**config.mk**
```make
export PLATFORM = sky130hd
export DESIGN_NAME = dmem_arbiter_flat
export DESIGN_NICKNAME = d
export VERILOG_FILES = /design/src/rtl/dmem_arbiter_if.sv /design/src/rtl/dmem_arbiter.sv /design/src/flat_wrapper.sv
export SDC_FILE = /design/constraint.sdc
export NUM_CORES = 1
export LEC_CHECK = 0
export ABC_AREA = 1
export CAP_MARGIN = 20
export CORE_ASPECT_RATIO = 1.75
export CORE_MARGIN = 4
export CORE_UTILIZATION = 32
export CTS_CLUSTER_DIAMETER = 150
export DETAILED_ROUTE_END_ITERATION = 8
export HOLD_SLACK_MARGIN = 0.15
export PLACE_DENSITY = 0.79
export SYNTH_ARGS = -nofsm -noshare
export SYNTH_HDL_FRONTEND = slang
export SYNTH_SLANG_ARGS = --single-unit
```
**constraint.sdc**
```tcl
create_clock -name clk -period 1.9 [get_ports clk]
set_input_delay 0.38 -clock clk [delete_from_list [all_inputs] [get_ports clk]]
set_output_delay 0.38 -clock clk [all_outputs]
set_load 0.02 [all_outputs]
```
**src/rtl/dmem_arbiter_if.sv**
```systemverilog
// Bus bundle between the MEM stage, the FFT accelerator, data_mem and dmem_arbiter.
// slave = arbiter side, master = requester/memory side.
interface dmem_arbiter_if #(
    parameter int ADDR_W = 5,
    parameter int DATA_W = 32,
    parameter int LEN_W  = 4
);
    logic              cpu_req;
    logic              cpu_we;
    logic [ADDR_W-1:0] cpu_addr;
    logic [DATA_W-1:0] cpu_wdata;
    logic [DATA_W-1:0] cpu_rdata;
    logic              cpu_stall;
    logic              acc_req;
    logic              acc_we;
    logic [ADDR_W-1:0] acc_base;
    logic [LEN_W-1:0]  acc_len;
    logic [DATA_W-1:0] acc_wdata;
    logic              acc_gnt;
    logic [DATA_W-1:0] acc_rdata;
    logic              acc_rvalid;
    logic              acc_done;
    logic              mem_rena;
    logic              mem_wena;
    logic [ADDR_W-1:0] mem_addr;
    logic [DATA_W-1:0] mem_wdata;
    logic [DATA_W-1:0] mem_rdata;
    logic [31:0]       perf_cpu_stall;
    logic [31:0]       perf_acc_beats;

    modport slave (
        input  cpu_req, cpu_we, cpu_addr, cpu_wdata,
        output cpu_rdata, cpu_stall,
        input  acc_req, acc_we, acc_base, acc_len, acc_wdata,
        output acc_gnt, acc_rdata, acc_rvalid, acc_done,
        output mem_rena, mem_wena, mem_addr, mem_wdata,
        input  mem_rdata,
        output perf_cpu_stall, perf_acc_beats
    );

    modport master (
        output cpu_req, cpu_we, cpu_addr, cpu_wdata,
        input  cpu_rdata, cpu_stall,
        output acc_req, acc_we, acc_base, acc_len, acc_wdata,
        input  acc_gnt, acc_rdata, acc_rvalid, acc_done,
        input  mem_rena, mem_wena, mem_addr, mem_wdata,
        output mem_rdata,
        input  perf_cpu_stall, perf_acc_beats
    );
endinterface

```
**src/rtl/dmem_arbiter.sv**
```systemverilog
// Data-memory arbiter: CPU single accesses with fixed priority, ACC bursts, starvation counters.
// Optional perf counters enabled by defining DMEM_ARB_PERF_CNT_EN.
module dmem_arbiter #(
    parameter int ADDR_W       = 5,
    parameter int DATA_W       = 32,
    parameter int LEN_W        = 4,
    parameter int STARVE_LIMIT = 4
) (
    input  logic           clk,
    input  logic           rst,
    dmem_arbiter_if.slave  bus
);
    localparam int CNT_W = $clog2(STARVE_LIMIT + 1);
    localparam logic [CNT_W-1:0] LIMIT = CNT_W'(STARVE_LIMIT);

    typedef enum logic [0:0] {IDLE = 1'b0, BURST = 1'b1} state_t;

    state_t            state_q, state_d;
    logic [CNT_W-1:0]  acc_wait_q, acc_wait_d;
    logic [CNT_W-1:0]  cpu_starve_q, cpu_starve_d;
    logic [LEN_W-1:0]  beat_q, beat_d;
    logic [LEN_W-1:0]  len_q, len_d;
    logic [ADDR_W-1:0] base_q, base_d;
    logic              we_q, we_d;
    logic [DATA_W-1:0] acc_rdata_q, acc_rdata_d;
    logic              acc_rvalid_q, acc_rvalid_d;
    logic              acc_done_q, acc_done_d;

    logic              cpu_gnt_raw_s, acc_gnt_raw_s;
    logic              cpu_gnt_s, acc_gnt_s, cpu_stall_s;
    logic              beat_we_s;
    logic [ADDR_W-1:0] beat_addr_s;
    logic [LEN_W-1:0]  req_len_s;

    function automatic logic [CNT_W-1:0] sat_inc(input logic [CNT_W-1:0] v);
        return (v >= LIMIT) ? LIMIT : v + CNT_W'(1);
    endfunction

    // Grants are suppressed while reset is held so the memory port stays quiet
    assign cpu_gnt_s   = cpu_gnt_raw_s & rst;
    assign acc_gnt_s   = acc_gnt_raw_s & rst;
    assign cpu_stall_s = bus.cpu_req & ~cpu_gnt_s & rst;

    // Arbitration FSM: next state, grants and counter updates
    always_comb begin
        state_d       = state_q;
        acc_wait_d    = acc_wait_q;
        beat_d        = beat_q;
        len_d         = len_q;
        base_d        = base_q;
        we_d          = we_q;
        acc_done_d    = 1'b0;
        cpu_gnt_raw_s = 1'b0;
        acc_gnt_raw_s = 1'b0;
        beat_we_s     = 1'b0;
        beat_addr_s   = {ADDR_W{1'b0}};
        req_len_s     = (bus.acc_len == {LEN_W{1'b0}}) ? LEN_W'(1) : bus.acc_len;

        case (state_q)
            IDLE: begin
                if (bus.cpu_req && (acc_wait_q < LIMIT)) begin
                    cpu_gnt_raw_s = 1'b1;
                    acc_wait_d    = bus.acc_req ? sat_inc(acc_wait_q) : {CNT_W{1'b0}};
                end else if (bus.acc_req) begin
                    acc_gnt_raw_s = 1'b1;
                    beat_we_s     = bus.acc_we;
                    beat_addr_s   = bus.acc_base;
                    acc_wait_d    = {CNT_W{1'b0}};
                    base_d        = bus.acc_base;
                    len_d         = req_len_s;
                    we_d          = bus.acc_we;
                    if (req_len_s == LEN_W'(1)) begin
                        acc_done_d = 1'b1;
                    end else begin
                        beat_d  = LEN_W'(1);
                        state_d = BURST;
                    end
                end else begin
                    acc_wait_d = {CNT_W{1'b0}};
                end
            end
            BURST: begin
                if (!bus.acc_req) begin
                    // Abort: memory is free this cycle, so a waiting CPU may use it
                    cpu_gnt_raw_s = bus.cpu_req;
                    state_d       = IDLE;
                end else if (bus.cpu_req && (cpu_starve_q == LIMIT)) begin
                    cpu_gnt_raw_s = 1'b1;
                end else begin
                    acc_gnt_raw_s = 1'b1;
                    beat_we_s     = we_q;
                    beat_addr_s   = base_q + ADDR_W'(beat_q);
                    beat_d        = beat_q + LEN_W'(1);
                    if (beat_q == (len_q - LEN_W'(1))) begin
                        state_d    = IDLE;
                        acc_done_d = 1'b1;
                    end else begin
                        state_d    = BURST;
                    end
                end
            end
            default: begin
                state_d = IDLE;
            end
        endcase

        cpu_starve_d = (bus.cpu_req && !cpu_gnt_raw_s) ? sat_inc(cpu_starve_q) : {CNT_W{1'b0}};
        acc_rvalid_d = acc_gnt_raw_s & ~beat_we_s;
        acc_rdata_d  = acc_rvalid_d ? bus.mem_rdata : acc_rdata_q;
    end

    // Memory port mux of the granted requester
    always_comb begin
        bus.mem_rena  = 1'b0;
        bus.mem_wena  = 1'b0;
        bus.mem_addr  = {ADDR_W{1'b0}};
        bus.mem_wdata = {DATA_W{1'b0}};
        if (cpu_gnt_s) begin
            bus.mem_rena  = ~bus.cpu_we;
            bus.mem_wena  = bus.cpu_we;
            bus.mem_addr  = bus.cpu_addr;
            bus.mem_wdata = bus.cpu_wdata;
        end else if (acc_gnt_s) begin
            bus.mem_rena  = ~beat_we_s;
            bus.mem_wena  = beat_we_s;
            bus.mem_addr  = beat_addr_s;
            bus.mem_wdata = bus.acc_wdata;
        end else begin
            bus.mem_rena  = 1'b0;
            bus.mem_wena  = 1'b0;
        end
    end

    // FSM state, counters and registered ACC response
    always_ff @(posedge clk or negedge rst) begin
        if (!rst) begin
            state_q      <= IDLE;
            acc_wait_q   <= {CNT_W{1'b0}};
            cpu_starve_q <= {CNT_W{1'b0}};
            beat_q       <= {LEN_W{1'b0}};
            len_q        <= {LEN_W{1'b0}};
            base_q       <= {ADDR_W{1'b0}};
            we_q         <= 1'b0;
            acc_rdata_q  <= {DATA_W{1'b0}};
            acc_rvalid_q <= 1'b0;
            acc_done_q   <= 1'b0;
        end else begin
            state_q      <= state_d;
            acc_wait_q   <= acc_wait_d;
            cpu_starve_q <= cpu_starve_d;
            beat_q       <= beat_d;
            len_q        <= len_d;
            base_q       <= base_d;
            we_q         <= we_d;
            acc_rdata_q  <= acc_rdata_d;
            acc_rvalid_q <= acc_rvalid_d;
            acc_done_q   <= acc_done_d;
        end
    end

    assign bus.cpu_rdata  = bus.mem_rdata;
    assign bus.cpu_stall  = cpu_stall_s;
    assign bus.acc_gnt    = acc_gnt_s;
    assign bus.acc_rdata  = acc_rdata_q;
    assign bus.acc_rvalid = acc_rvalid_q;
    assign bus.acc_done   = acc_done_q;

`ifdef DMEM_ARB_PERF_CNT_EN
    logic [31:0] perf_stall_q, perf_beats_q;

    // Saturating performance counters
    always_ff @(posedge clk or negedge rst) begin
        if (!rst) begin
            perf_stall_q <= 32'd0;
            perf_beats_q <= 32'd0;
        end else begin
            if (cpu_stall_s && (perf_stall_q != 32'hFFFF_FFFF)) begin
                perf_stall_q <= perf_stall_q + 32'd1;
            end else begin
                perf_stall_q <= perf_stall_q;
            end
            if (acc_gnt_s && (perf_beats_q != 32'hFFFF_FFFF)) begin
                perf_beats_q <= perf_beats_q + 32'd1;
            end else begin
                perf_beats_q <= perf_beats_q;
            end
        end
    end

    assign bus.perf_cpu_stall = perf_stall_q;
    assign bus.perf_acc_beats = perf_beats_q;
`else
    assign bus.perf_cpu_stall = 32'd0;
    assign bus.perf_acc_beats = 32'd0;
`endif

endmodule
```
**src/flat_wrapper.sv**
```systemverilog
// flat-port wrapper written by rule: the top's interface ports become plain ports
module dmem_arbiter_flat 
#(
    parameter int ADDR_W       = 5,
    parameter int DATA_W       = 32,
    parameter int LEN_W        = 4,
    parameter int STARVE_LIMIT = 4
)
  (clk, rst, bus_cpu_req, bus_cpu_we, bus_cpu_addr, bus_cpu_wdata, bus_cpu_rdata, bus_cpu_stall, bus_acc_req, bus_acc_we, bus_acc_base, bus_acc_len, bus_acc_wdata, bus_acc_gnt, bus_acc_rdata, bus_acc_rvalid, bus_acc_done, bus_mem_rena, bus_mem_wena, bus_mem_addr, bus_mem_wdata, bus_mem_rdata, bus_perf_cpu_stall, bus_perf_acc_beats);
  dmem_arbiter_if #(.ADDR_W(ADDR_W), .DATA_W(DATA_W), .LEN_W(LEN_W)) bus_i ();
  input  logic clk;
  input  logic rst;
  input wire logic [$bits(bus_i.cpu_req)-1:0] bus_cpu_req;
  input wire logic [$bits(bus_i.cpu_we)-1:0] bus_cpu_we;
  input wire logic [$bits(bus_i.cpu_addr)-1:0] bus_cpu_addr;
  input wire logic [$bits(bus_i.cpu_wdata)-1:0] bus_cpu_wdata;
  output wire logic [$bits(bus_i.cpu_rdata)-1:0] bus_cpu_rdata;
  output wire logic [$bits(bus_i.cpu_stall)-1:0] bus_cpu_stall;
  input wire logic [$bits(bus_i.acc_req)-1:0] bus_acc_req;
  input wire logic [$bits(bus_i.acc_we)-1:0] bus_acc_we;
  input wire logic [$bits(bus_i.acc_base)-1:0] bus_acc_base;
  input wire logic [$bits(bus_i.acc_len)-1:0] bus_acc_len;
  input wire logic [$bits(bus_i.acc_wdata)-1:0] bus_acc_wdata;
  output wire logic [$bits(bus_i.acc_gnt)-1:0] bus_acc_gnt;
  output wire logic [$bits(bus_i.acc_rdata)-1:0] bus_acc_rdata;
  output wire logic [$bits(bus_i.acc_rvalid)-1:0] bus_acc_rvalid;
  output wire logic [$bits(bus_i.acc_done)-1:0] bus_acc_done;
  output wire logic [$bits(bus_i.mem_rena)-1:0] bus_mem_rena;
  output wire logic [$bits(bus_i.mem_wena)-1:0] bus_mem_wena;
  output wire logic [$bits(bus_i.mem_addr)-1:0] bus_mem_addr;
  output wire logic [$bits(bus_i.mem_wdata)-1:0] bus_mem_wdata;
  input wire logic [$bits(bus_i.mem_rdata)-1:0] bus_mem_rdata;
  output wire logic [$bits(bus_i.perf_cpu_stall)-1:0] bus_perf_cpu_stall;
  output wire logic [$bits(bus_i.perf_acc_beats)-1:0] bus_perf_acc_beats;
  assign bus_i.cpu_req = bus_cpu_req;
  assign bus_i.cpu_we = bus_cpu_we;
  assign bus_i.cpu_addr = bus_cpu_addr;
  assign bus_i.cpu_wdata = bus_cpu_wdata;
  assign bus_cpu_rdata = bus_i.cpu_rdata;
  assign bus_cpu_stall = bus_i.cpu_stall;
  assign bus_i.acc_req = bus_acc_req;
  assign bus_i.acc_we = bus_acc_we;
  assign bus_i.acc_base = bus_acc_base;
  assign bus_i.acc_len = bus_acc_len;
  assign bus_i.acc_wdata = bus_acc_wdata;
  assign bus_acc_gnt = bus_i.acc_gnt;
  assign bus_acc_rdata = bus_i.acc_rdata;
  assign bus_acc_rvalid = bus_i.acc_rvalid;
  assign bus_acc_done = bus_i.acc_done;
  assign bus_mem_rena = bus_i.mem_rena;
  assign bus_mem_wena = bus_i.mem_wena;
  assign bus_mem_addr = bus_i.mem_addr;
  assign bus_mem_wdata = bus_i.mem_wdata;
  assign bus_i.mem_rdata = bus_mem_rdata;
  assign bus_perf_cpu_stall = bus_i.perf_cpu_stall;
  assign bus_perf_acc_beats = bus_i.perf_acc_beats;
  dmem_arbiter #(.ADDR_W(ADDR_W), .DATA_W(DATA_W), .LEN_W(LEN_W), .STARVE_LIMIT(STARVE_LIMIT)) u_core (.clk(clk), .rst(rst), .bus(bus_i));
endmodule
```
==> results.json <==
{
  "critical-path-max-stage-delay_ns": 0.36,
  "drtIter0Drc": 76,
  "critPathKind": "reg -> out",
  "globalRouteMet2Util_pct": 33.2,
  "yosys.cell_count.top_type": "nand2_1",
  "global_route_met3_utilization_pct": 4.53,
  "area_growth_syn_to_layout_pct": 79.6,
  "finalClockSkew_ns": 0.00542,
  "worstSetupEndpointType": "output pin",
  "postLayoutSetupSlackWorst_ns": -0.304,
  "pin_count_of_the_biggest_net_entering_global_routing": 48,
  "failed_checks": "setup timing",
  "vias": 4022,
  "drcViolationCount": 0,
  "yosys-top-cells-count": "nand2_1, buf_4, dfrtp_1",
  "slowest_stage": "dfrtp_1",
  "clk-insertion-delay-late_ns": 0.29,
  "grt-busiest-layer": "met2",
  "core_region_area_um2": 12000,
  "synth_enable_flop_cells": 0,
  "die_w_um": 91.6,
  "vdd.ir_drop.worst_mv": 0.862,
  "num_cts_buffers": 5,
  "syn_area_per_cell_um2": 7.27,
  "synth_seq_area_share_pct": 35.2,
  "ctsLongestPathBuffers": 2,
  "grt_antenna_before_repair": 0,
  "yosysWarnings": 0,
  "main_flop_type_after_synthesis": "dfrtp_1",
  "finalWeightedCongestion": 0.734,
  "detailed_placement_hpwl_um": 9840,
  "wire_length_of_the_first_global_routing_pass_um": 18800,
  "clock-sinks": 55,
  "path_cells": "ha_2 -> inv_2 -> fa_2 -> xor2_1 -> o21ai_1 -> nand2_1 -> nand2_2 -> buf_6",
  "floorplan.io_pins": 287,
  "ys_types": 30,
  "status": "finished with violations",
  "cts_tree": "built",
  "worstSetupStartpointType": "register",
  "asyncSetResetFlopFracSynth_pct": 100,
  "achievable-frequency_mhz": 454,
  "core.rowCount": 53,
  "cts-htree-levels": 2,
  "drive_above_1_share_pct": 29.4,
  "power_density_over_the_cells_nw_per_um2": 879,
  "post-route-period-util_pct": 116,
  "vias_in_the_first_global_route": 3940,
  "timing_max_transition_violations_final": 0,
  "start_util_pct": 32.6,
  "cpLargestDelayFamily": "adder cells",
  "yosys_register_bits": 55,
  "total_leakage_power_nw": 3.65,
  "maximum_fanout_along_the_worst_path": 2,
  "floorplan.die.height_um": 154,
  "setup-tns-final_ns": -8.81,
  "synth.top_cell.area_share_pct": 35.2,
  "max_cap_violations": 0,
  "dpl_worst_slack_ns": -0.912,
  "drt-total-wl_um": 13400,
  "port-buffer-count": 222,
  "total_inserted_antenna_cells": 0,
  "grt_setup_unrepaired": "true",
  "syn-cell-area_um2": 3910,
  "design_power_total_mw": 6.18,
  "gr-usage-met1_pct": 15.2,
  "drt.antenna.violating_nets": 0,
  "fp.dieArea_um2": 14100,
  "routed_wire_length_per_instance_um": 14.2,
  "setup-violations-final": 40,
  "synth.top_cells.by_area": "dfrtp_1, nand2_1, buf_4, ha_1, nand3_1",
  "cts-root-buf": "clkbuf_16",
  "clock_pin_slew_on_the_worst_setup_and_hold_paths_ns": 0.07,
  "min-delay-path-class": "in -> async",
  "critical_path.n_buffers_inverters": 2,
  "timing.critical_path.arrival_ns": 1.82,
  "overall_track_demand_over_capacity_in_global_routing_pct": 16.4,
  "post-route-util_pct": 58.5,
  "required_ns": 1.52,
  "grt-ovfl-total": 0,
  "hold_viol": 0,
  "post_synth_inst_count": 538,
  "finish.net_count": 904,
  "detailedRoute.firstPassIterationCount": 4,
  "synth_top_area_cell": "dfrtp_1",
  "layout_min_cycle_time_ns": 2.20,
  "post_drt_via_cell_ratio": 4.27
}
[cell families after synthesis]
kind of cell	share of synthesized area (%)
xor gates and xnor gates	0.448
AOI/OAI and AO/OA	2.21
and+or+nand+nor	32.9
adders and majority gates	3.71
DFF	35.2
buffers and inverters	25.4
other	0.0959
[routing by layer]
metal,part of all wire [%],up-vias,routed length [µm]
met1,31,1839,4190
li1,-,1950,-
met4,1.9,0,259
met2,58,217,7690
met5,0,-,0
met3,9.2,16,1230
[report_power, final]
group	total [mW]	switching, mW	internal [mW]
clock network	1.06	0.437	0.627
logic	3.37	1.78	1.59
registers	1.74	0.215	1.53
[placed cells by master, fill, tap and decap left out, types with 2 or more instances in the layout]
| master | count |
|---|---|
| nand4_1 | 2 |
| buf_12 | 7 |
| inv_8 | 2 |
| dlymetal6s2s_1 | 3 |
| conb_1 | 64 |
| buf_4 | 40 |
| a21oi_1 | 3 |
| inv_2 | 6 |
| nand3_1 | 17 |
| ha_1 | 8 |
| dlygate4sd2_1 | 4 |
| buf_6 | 46 |
| nand2_1 | 177 |
| nand2_4 | 38 |
| nand3_4 | 2 |
| inv_1 | 20 |
| nand2_2 | 58 |
| clkdlybuf4s50_1 | 172 |
| inv_6 | 2 |
| dfrtp_1 | 54 |
| nor3_1 | 2 |
| clkbuf_16 | 10 |
| nand3_2 | 2 |
| o21ai_0 | 11 |
| nor2_1 | 7 |
[what timing repair did]
action | in CTS | in global routing
resized for setup | 217 | 183
pin swaps | 6 | 37
cloned | 0 | 7
hold buffers | 1 | 0
setup endpoints to repair | 54 | 71
endpoints found under the hold margin | 9 | 0
buffers inserted | 2 | 6
[flip-flops by register name, summed over array words and instances (netlist names)]
signal,cells
u_core.acc_wait_q,3
u_core.base_q,5
u_core.beat_q,4
u_core.bus.acc_done,1
u_core.bus.acc_rdata,32
u_core.bus.acc_rvalid,1
u_core.cpu_starve_q,3
u_core.len_q,4
u_core.state_q,1
u_core.we_q,1
[worst paths after layout]
kind	startpoint	depth (start not counted)	to	slack (ns)
max in group asynchronous	rst	3	u_core.beat_q[0]	1.05
worst min-delay path	rst	2	u_core.cpu_starve_q[0]	0.22
worst max register to register	u_core.cpu_starve_q[1]	13	u_core.bus.acc_rdata[31]	0.13
worst max-delay path	u_core.base_q[0]	8	bus_mem_addr[2]	-0.30
min in group clk	bus_cpu_req	3	u_core.cpu_starve_q[1]	0.44
worst min register to register	u_core.bus.acc_rdata[3]	2	u_core.bus.acc_rdata[3]	0.48
[layout make-up]
cell class,count,area (µm²)
Sequential cell,55,1380
Clock buffer,5,125
Fill cell,1005,4980
Timing Repair Buffer,280,2900
Multi-Input combinational cell,403,2210
Inverter,32,156
Clock inverter,3,46.3
Tap cell,165,206
[per-stage QoR]
step	hold WS, ns	cell area, µm²	instances
floorplan	0.0844	4150	601
global placement	0.398	6080	920
detailed placement	0.395	6080	920
CTS	0.289	6230	931
global route	0.284	7020	943
finish	0.221	7020	943
Power figures use the tool's default switching activity.
